===== src/rtl/ps2_synth_pkg.sv =====
// Shared types and constants for the PS/2 keyboard synthesizer front end:
// note numbering, scan-code prefixes, the note lookup table and prefix FSM states.
package ps2_synth_pkg;

  localparam int NUM_NOTES = 20;

  typedef logic [4:0] note_t;

  localparam logic [7:0] SC_BREAK = 8'hF0;
  localparam logic [7:0] SC_EXT   = 8'hE0;

  // Entry i is the scan code that plays note i.
  localparam logic [7:0] SCAN_TABLE [NUM_NOTES] = '{
    8'h1C, 8'h1B, 8'h23, 8'h2B, 8'h34, 8'h33, 8'h3B, 8'h42, 8'h4B, 8'h4C,
    8'h52, 8'h5B, 8'h4D, 8'h44, 8'h43, 8'h35, 8'h2C, 8'h24, 8'h1D, 8'h15
  };

  typedef enum logic [1:0] {
    IDLE   = 2'd0,
    BRK    = 2'd1,
    EXT    = 2'd2,
    EXTBRK = 2'd3
  } prefix_state_t;

endpackage


===== src/rtl/ps2_note_decode.sv =====
// Combinational scan-code to note lookup; codes outside the table report is_note = 0.
module ps2_note_decode
  import ps2_synth_pkg::*;
(
  input  logic [7:0] scan_code,
  output logic       is_note,
  output note_t      note
);

  always_comb begin
    is_note = 1'b0;
    note    = '0;
    for (int i = 0; i < NUM_NOTES; i++) begin
      if (scan_code == SCAN_TABLE[i]) begin
        is_note = 1'b1;
        note    = note_t'(i);
      end
    end
  end

endmodule


===== src/rtl/ps2_voice_allocator.sv =====
// Turns PS/2 make/break scan bytes into note events and maps held notes onto
// a small voice pool, stealing the oldest sounding voice when the pool is full.
module ps2_voice_allocator
  import ps2_synth_pkg::*;
#(
  parameter int NUM_VOICES = 4
) (
  input  logic                    sys_clk,
  input  logic                    reset,
  input  logic                    scan_valid,
  input  logic [7:0]              scan_code,
  input  logic                    all_off,
  output logic [NUM_VOICES-1:0]   voice_on,
  output logic [5*NUM_VOICES-1:0] voice_note,
  output logic                    evt_valid,
  output logic                    evt_on,
  output logic [2:0]              evt_voice,
  output logic [4:0]              evt_note,
  output logic                    evt_stolen
);

  localparam logic [2:0] RANK_MAX = 3'(NUM_VOICES - 1);

  prefix_state_t state_q;

  logic [NUM_VOICES-1:0] voice_on_q, voice_on_d;
  note_t                 note_q [NUM_VOICES];
  note_t                 note_d [NUM_VOICES];
  logic [2:0]            rank_q [NUM_VOICES];
  logic [2:0]            rank_d [NUM_VOICES];

  logic       evt_valid_q, evt_valid_d;
  logic       evt_on_q, evt_on_d;
  logic [2:0] evt_voice_q, evt_voice_d;
  note_t      evt_note_q, evt_note_d;
  logic       evt_stolen_q, evt_stolen_d;

  logic  dec_is_note;
  note_t dec_note;

  ps2_note_decode u_decode (
    .scan_code (scan_code),
    .is_note   (dec_is_note),
    .note      (dec_note)
  );

  logic byte_take;
  logic do_make;
  logic do_break;
  assign byte_take = scan_valid && !all_off;
  assign do_make   = byte_take && dec_is_note && (state_q == IDLE);
  assign do_break  = byte_take && dec_is_note && (state_q == BRK);

  // Priority encoders: downward scans leave the lowest matching index.
  logic       match_hit, free_hit;
  logic [2:0] match_idx, free_idx, oldest_idx, chosen_idx;
  logic [2:0] oldest_rank;

  always_comb begin
    match_hit = 1'b0;
    match_idx = '0;
    free_hit  = 1'b0;
    free_idx  = '0;
    for (int v = NUM_VOICES - 1; v >= 0; v--) begin
      if (voice_on_q[v] && (note_q[v] == dec_note)) begin
        match_hit = 1'b1;
        match_idx = 3'(v);
      end
      if (!voice_on_q[v]) begin
        free_hit = 1'b1;
        free_idx = 3'(v);
      end
    end
    oldest_idx  = '0;
    oldest_rank = rank_q[0];
    for (int v = 1; v < NUM_VOICES; v++) begin
      if (rank_q[v] > oldest_rank) begin
        oldest_rank = rank_q[v];
        oldest_idx  = 3'(v);
      end
    end
    chosen_idx = free_hit ? free_idx : oldest_idx;
  end

  always_comb begin
    voice_on_d   = voice_on_q;
    note_d       = note_q;
    rank_d       = rank_q;
    evt_valid_d  = 1'b0;
    evt_on_d     = evt_on_q;
    evt_voice_d  = evt_voice_q;
    evt_note_d   = evt_note_q;
    evt_stolen_d = evt_stolen_q;

    if (all_off) begin
      voice_on_d = '0;
      for (int v = 0; v < NUM_VOICES; v++) rank_d[v] = '0;
    end else if (do_make && !match_hit) begin
      for (int v = 0; v < NUM_VOICES; v++) begin
        if (3'(v) == chosen_idx) begin
          voice_on_d[v] = 1'b1;
          note_d[v]     = dec_note;
          rank_d[v]     = '0;
        end else if (voice_on_q[v] && (rank_q[v] != RANK_MAX)) begin
          rank_d[v] = rank_q[v] + 3'd1;
        end
      end
      evt_valid_d  = 1'b1;
      evt_on_d     = 1'b1;
      evt_voice_d  = chosen_idx;
      evt_note_d   = dec_note;
      evt_stolen_d = !free_hit;
    end else if (do_break && match_hit) begin
      for (int v = 0; v < NUM_VOICES; v++) begin
        if (3'(v) == match_idx) voice_on_d[v] = 1'b0;
      end
      evt_valid_d  = 1'b1;
      evt_on_d     = 1'b0;
      evt_voice_d  = match_idx;
      evt_note_d   = dec_note;
      evt_stolen_d = 1'b0;
    end
  end

  always_ff @(posedge sys_clk) begin
    if (reset || all_off) begin
      state_q <= IDLE;
    end else if (scan_valid) begin
      case (state_q)
        IDLE, BRK: begin
          if (scan_code == SC_BREAK)    state_q <= BRK;
          else if (scan_code == SC_EXT) state_q <= EXT;
          else                          state_q <= IDLE;
        end
        EXT:     state_q <= (scan_code == SC_BREAK) ? EXTBRK : IDLE;
        default: state_q <= IDLE;
      endcase
    end
  end

  always_ff @(posedge sys_clk) begin
    if (reset) begin
      voice_on_q   <= '0;
      evt_valid_q  <= 1'b0;
      evt_on_q     <= 1'b0;
      evt_voice_q  <= '0;
      evt_note_q   <= '0;
      evt_stolen_q <= 1'b0;
      for (int v = 0; v < NUM_VOICES; v++) begin
        note_q[v] <= '0;
        rank_q[v] <= '0;
      end
    end else begin
      voice_on_q   <= voice_on_d;
      evt_valid_q  <= evt_valid_d;
      evt_on_q     <= evt_on_d;
      evt_voice_q  <= evt_voice_d;
      evt_note_q   <= evt_note_d;
      evt_stolen_q <= evt_stolen_d;
      note_q       <= note_d;
      rank_q       <= rank_d;
    end
  end

  assign voice_on   = voice_on_q;
  assign evt_valid  = evt_valid_q;
  assign evt_on     = evt_on_q;
  assign evt_voice  = evt_voice_q;
  assign evt_note   = evt_note_q;
  assign evt_stolen = evt_stolen_q;

  for (genvar gi = 0; gi < NUM_VOICES; gi++) begin : g_note_out
    assign voice_note[5*gi +: 5] = note_q[gi];
  end

endmodule


===== config.mk =====
export PLATFORM = sky130hd
export DESIGN_NAME = ps2_voice_allocator
export DESIGN_NICKNAME = d
export VERILOG_FILES = /design/src/rtl/ps2_synth_pkg.sv /design/src/rtl/ps2_note_decode.sv /design/src/rtl/ps2_voice_allocator.sv
export SDC_FILE = /design/constraint.sdc
export NUM_CORES = 1
export LEC_CHECK = 0
export ABC_CLOCK_PERIOD_IN_PS = 7800
export CAP_MARGIN = 20
export CORE_ASPECT_RATIO = 0.7
export CORE_MARGIN = 2
export CORE_UTILIZATION = 59
export DETAILED_ROUTE_END_ITERATION = 10
export GPL_TIMING_DRIVEN = 0
export PLACE_DENSITY = 0.87
export SLEW_MARGIN = 25
export SYNTH_ARGS = -nofsm -noshare
export SYNTH_HDL_FRONTEND = slang
export SYNTH_HIERARCHICAL = 1
export SYNTH_SLANG_ARGS = --single-unit

===== constraint.sdc =====
create_clock -name sys_clk -period 7.8 [get_ports sys_clk]
set_input_delay 1.56 -clock sys_clk [delete_from_list [all_inputs] [get_ports sys_clk]]
set_output_delay 1.56 -clock sys_clk [all_outputs]
set_load 0.005 [all_outputs]

Word-level counts from Yosys, hierarchy flattened
Cells that the tools add are included.

word-level totals
  memories kept = 0
  register bits after elaboration = 49
  bits in read-only memories = 0
  memory bits (writable) = 0
  bits of input ports = 12
  word-level logic and storage cells = 205
  output and inout port bits = 35
  bits in latches = 0

cells by class
  $mul = 0
  shift operators = 0
  mux-type cells = 92
  bitwise operators = 1
  reduce and logical (&&, ||, !) cells = 45
  $add $sub $neg = 4
  magnitude comparators = 3
  eq/ne operators = 42
  div/mod/pow operators = 0

operator list
  cell                 number
  $mux 3               25
  $eq 8x6->1 const B   8
  $eq 8x7->1 const B   8
  $mux 1               43
  $mux 4               10
  $eq 8x5->1 const B   4
  $mux 5               6
  $reduce_and 3->1     8
  $eq 5x5->1           4
  $reduce_bool 2->1    9
  $eq 8x8->1 const B   2
  $logic_and 1x1->1    14
  $mux 2               7
  $add 3x1->3 const B  4
  $eq 2x3->1 const A   4
  $ne 3x2->1 const B   4
  $reduce_and 2->1     5
  $gt 3x3->1           3
  $ne 2x1->1 const B   4
  $eq 1x3->1 const A   2
  $logic_not 3->1      2
  $pmux 2 s2           1
  $reduce_or 2->1      2
  $logic_not 1->1      3
  5 further kinds      5

Longest topological paths before layout
  depth in word-level cells = 30
  gate-level depth with buffers = 21
  depth with buffers taken out = 19

Cells and area by module
The synthesis kept the hierarchy.

modules (own cells, without submodules)
  module               seq. area each (um^2)  area an instance (um^2)  times used  cells each
  ps2_voice_allocator  960.9                  2782.7                   1           315
  ps2_note_decode      0.0                    411.6                    1           64

Worst setup path before layout
Ideal clock, no wire load.

  path type = in2reg
  start point = input scan_code[6]
  end point = register note_q, in the netlist voice_note[5]
  stages on the path = 15
  arrival time = 4.139 ns
  setup slack = 3.534 ns
  data required time = 7.672 ns
  setup time = 0.128 ns
  path buffers = 4
  cells stage by stage = buf_2 > or3b_1 > a2111oi_2 > a21oi_1 > nand4_1 > nor4bb_1 > buf_4 > nand2_2 > a31oi_4 > nand4b_2 > buf_6 > or3_1 > buf_6 > mux2i_1 > nor2_1

on the way
  elaborated cells on any way between the ends = 76
  those cells by class = 24 x eq/ne; 43 x mux; 9 x reduce/logical

RTL lines
  item                                 RTL line                    RTL
  start: declaration                   ps2_voice_allocator.sv:11   input logic [7:0] scan_code,
  $eq 8x5->1                           ps2_note_decode.sv:14       if (scan_code == SCAN_TABLE[i]) begin
  $mux 1 (19 in a row)                 ps2_note_decode.sv:14
  $mux 1 *                             ps2_note_decode.sv:14
  via dec_is_note                      ps2_voice_allocator.sv:38   logic dec_is_note;
  $logic_and 1x1->1 * (2 in a row)     ps2_voice_allocator.sv:51   assign do_make = byte_take && dec_is_note && (state_q == IDLE);
  $logic_and 1x1->1 *                  ps2_voice_allocator.sv:98   end else if (do_make && !match_hit) begin
  $reduce_and 3->1 (no source line) *  -
  end signal: assignment               ps2_voice_allocator.sv:160  note_q <= note_d;
  end: declaration                     ps2_voice_allocator.sv:27   note_t note_q [NUM_VOICES];

The timed path passes the listed nets; every way through them passes the cells marked *.
A chain may end at the register's enable or synchronous reset.

Worst setup path in the final report
  start point = input scan_code[7]
  end point = register evt_note_q[2] (netlist: evt_note[2])

on the way
  elaborated cells on any way between the ends = 81
  those cells by class = 24 x eq/ne; 45 x mux; 12 x reduce/logical

RTL lines
  item                                RTL line                    RTL
  $eq 8x7->1                          ps2_note_decode.sv:14
  $mux 4 (8 in a row)                 ps2_note_decode.sv:14
  $mux 5 (3 in a row)                 ps2_note_decode.sv:14
  $mux 5 *                            ps2_note_decode.sv:14
  via dec_note[3]                     ps2_voice_allocator.sv:39   note_t dec_note;
  $eq 5x5->1                          ps2_voice_allocator.sv:65   if (voice_on_q[v] && (note_q[v] == dec_note)) begin
  $logic_and 1x1->1                   ps2_voice_allocator.sv:65
  $mux 1 (3 in a row)                 ps2_voice_allocator.sv:65
  $mux 1 *                            ps2_voice_allocator.sv:65
  $logic_not 1->1                     ps2_voice_allocator.sv:98
  $logic_and 1x1->1                   ps2_voice_allocator.sv:98
  $reduce_bool 2->1 (no source line)  -
  $reduce_and 2->1 (no source line)   -
  end signal: assignment              ps2_voice_allocator.sv:158  evt_note_q <= evt_note_d;
  end: declaration                    ps2_voice_allocator.sv:35   note_t evt_note_q, evt_note_d;

The timed path passes the listed nets; every way through them passes the cells marked *. The select of a mux whose other input is x is not followed.

==> results.md <==
* Status: finished clean
* Final WL at 7990 um
* Die area at 6030 um2
* Worst Path Required at 7990 ps
* Peak VDD IR at 0.0000737 V
* Routed length per instance at 15.9 um
* Drc violations at 0
* Fmax achieved at 0.202 GHz
* Mapped Nets at 408
* Final period util at 63.5%
* Initial antenna violation count at 0
* Initial DRC Count at 331
* Final Hold Viols at 0
* GRT Overall Usage at 27.5%
* CP max-delay cell: nor4_1
* YS warnings at 6
* Worst-path maximum fanout at 10
* Worst-path cell chain: clkdlybuf4s50_1, clkbuf_1, or4b_1, mux2i_1, a32o_1, buf_4, xor2_1, nor4_1, and3_1, nor4_1, o21a_1, buf_4, mux2i_1, nor2_1
* Number of H-tree levels at 2
* Mapped cell area at 3190 um2
* WS Path Type: in2reg
* Area taken by flip-flops and latches at 961 um2
* I/O Buffers at 44
* #FFs+latches synth at 48
* Vias in the first global route at 2819
* TritonCTS clock tree: yes
* Post-Syn Instances at 379
* Largest net degree at the start of global routing at 17
* Die Wd at 91.9 um
* Dpl hpwl at 5950 um
* Final slew viol count at 0
* GR Overflow Total at 0
* Final nets at 459
* Comb pwr share at 9.5%
* Routability cong. at 0.886
* Initial Util at 61.1%
* Clock-pin slew on the worst setup and hold paths at 100 ps
* Post-DP Area at 3720 um2
* Multi-input gate area at 2010 um2
* Post-CTS setup buffer count at 0
* Crit path max-delay family: simple AND/OR/NAND/NOR gates
* Switching part of the total at 24.2%
* CTS Sinks at 48
* Critical Path AT at 5140 ps
* Primary FF master, synth: dfxtp_1
* Max clock buf depth at 2
* LEAKAGE at 1.64 nW
* Number of flops mapped to enable cells by yosys at 0
* Layout cells sized above 1 at 9.28%
* Worst Path Buf+Inv at 4
* Internal Power at 0.000360 W
* TritonCTS buffer count at 5
* Max_cap viols at 0
* Worst-Margin Slew at 704 ps
* CTS root buffer: clkbuf_8
* Clock Latency Late Sink at 300 ps
* Total number of vias at 3016
* IO Pins at 47
* Cts repair resizes at 0
* Number of antenna diodes at 0
* Sequential area share after synthesis at 30.1%
* Yosys cell types at 62
* Setup-failing EPs final at 0
* Die Height at 65.6 um
* CP endpoint kind: flip-flop
* Row count at 22
* Slew HR at 52.7%
* Pwr/cell area at 124 nW/um2
* Avg Inst Size Synth at 8.43 um2
* Worst reg-to-reg setup slack at 3100 ps
* Setup_tns at 0 ps
* Asr flop ratio synth at 0%
* Core ar. at 5230 um2
* Post-DRT Antenna Nets at 0
* Non-Filler Instances at 503
* First-pass GRT wire length at 13300 um
* Design area at 3840 um2
* Number of hold buffers added after cts at 0
* RSZ-0062 raised after global routing: no
* Seq pwr share at 51.7%
* TritonRoute pass-1 iters at 5
* Clock share of power at 38.8%
* Worst Hold Class: reg2reg
* Sw Pwr at 0.000115 W
* Min Hold Slack at 463 ps
* Final min period at 4950 ps
* Vias/cell at 6.00
* Placed insts at 495
* Fill cell count at 406
* Area grow syn2layout at 20.2%
* Worst Skew at 10.2 ps
* Crit path launch type: primary input
* CP max stage delay at 640 ps
==> power by group through the flow <==
stage / clock [W] / sequential (W) / combinational, W
CTS: 0.000186 / 0.000246 / 0.0000441
finish: 0.000185 / 0.000246 / 0.0000451
global placement: 0 / 0.000251 / 0.0000433
global route: 0.000197 / 0.000246 / 0.0000488
floorplan: 0 / 0.000251 / 0.0000285
detailed placement: 0 / 0.000251 / 0.0000439
==> synth_stat cells, drive strengths merged, types with 2 or more instances <==
master / count / share of area, %
nand2: 16 / 2.0
xnor2: 6 / 1.6
o21a: 2 / 0.47
nand2b: 5 / 0.98
a31o: 2 / 0.55
a32oi: 5 / 1.4
nor4bb: 2 / 0.63
o21ai: 19 / 3.1
or3b: 3 / 0.82
clkbuf: 8 / 0.94
a32o: 5 / 1.6
nand4: 2 / 0.39
xor2: 16 / 4.4
buf: 21 / 4.6
or3: 4 / 0.78
nand4b: 2 / 0.74
nor2b: 7 / 1.4
a31oi: 2 / 0.86
nand3: 13 / 2.0
dfxtp: 48 / 30
o22ai: 2 / 0.39
a21oi: 24 / 3.8
nor2: 53 / 6.2
nor3b: 2 / 0.47
and3: 7 / 1.4
a2111oi: 2 / 0.94
mux2i: 27 / 8.5
nor4: 8 / 1.8
o21bai: 2 / 0.47
a211oi: 2 / 0.47
ha: 17 / 6.7
inv: 13 / 1.5
mux2: 2 / 0.71
nor3: 6 / 1.3
nand3b: 6 / 1.4
==> worst register-to-register path, cell delays in order (launching register included) <==
cell      delay (ps)
dfxtp_1          400
inv_1             80
ha_1             290
and3_1           180
a21oi_1          280
nor2_1            70
a21oi_1          250
ha_1             300
and3b_1          200
o21ai_2          280
nand2_1           80
o21ai_0          100
ha_1             270
nor2b_1          140
o21a_1           160
o21ai_1          310
a41oi_1          300
or3_1            430
buf_2            190
a211oi_1         280
==> through the flow <==
stage          utilization (%)  power, W  worst slack [ps]
3_3_place_gp              71.2  0.000295              2670
3_5_place_dp              71.2  0.000295              2570
2_1_floorplan                -  0.000280              3530
6_report                  73.4  0.000475              2850
4_1_cts                   73.4  0.000476              2880
5_1_grt                   73.4  0.000492              2550
==> area by class of cell <==
type	instances	share of cell area (%)
buffer	29	4.59
clock buffer	5	1.79
clock inverter	3	1.21
inverter	13	1.27
multi-input combinational	289	52.3
sequential	48	25.0
tap	72	2.35
timing repair buffer	44	11.5
==> routing by layer <==
metal	vias up	track usage, %	routed length (um)
met5	-	0	0
met4	0	5.78	44
met3	8	5.05	591
met2	125	44.5	3640
met1	1426	38.5	3720
li1	1457	-	-
==> kinds of logic (layout without fill, tap and decap cells) <==
group | after synthesis | after routing | share of synthesized area, %
XOR/XNOR | 22 | 22 | 6.03
flip-flops | 48 | 48 | 30.1
buffers and inverters | 42 | 94 | 7.05
AND/OR/NAND/NOR | 141 | 141 | 23.6
AO/OA/AOI/OAI | 79 | 79 | 17.3
adder cells (fa/ha/maj) | 17 | 17 | 6.66
other | 1 | 1 | 0.117
multiplexers | 29 | 29 | 9.17
==> path summary, 6_finish.rpt <==
check	cells past startpoint	to	from
setup / recovery	14	evt_note[2]	scan_code[7]
hold / removal	2	evt_on	evt_on
setup reg to reg	19	voice_on[0]	rank_q[6]
hold reg to reg	2	evt_on	evt_on
==> registers in the layout (all words and copies together), names as in the netlist <==
signal      count
evt_on          1
voice_note     20
state_q         2
rank_q         12
evt_stolen      1
evt_note        5
evt_voice       2
evt_valid       1
voice_on        4
==> placed cells by master, fill, tap and decap left out, types with 7 or more instances in the layout <==
cell type / n
buf_2: 9
xor2_1: 16
and3_1: 7
nor2_1: 53
ha_1: 17
a21oi_1: 24
nand3_1: 13
o21ai_0: 14
clkbuf_1: 8
clkdlybuf4s50_1: 44
nor4_1: 7
buf_4: 9
mux2i_1: 27
nand2_1: 15
dfxtp_1: 48
nor2b_1: 7
inv_1: 13
No activity file was read; power rests on OpenSTA's default activity.
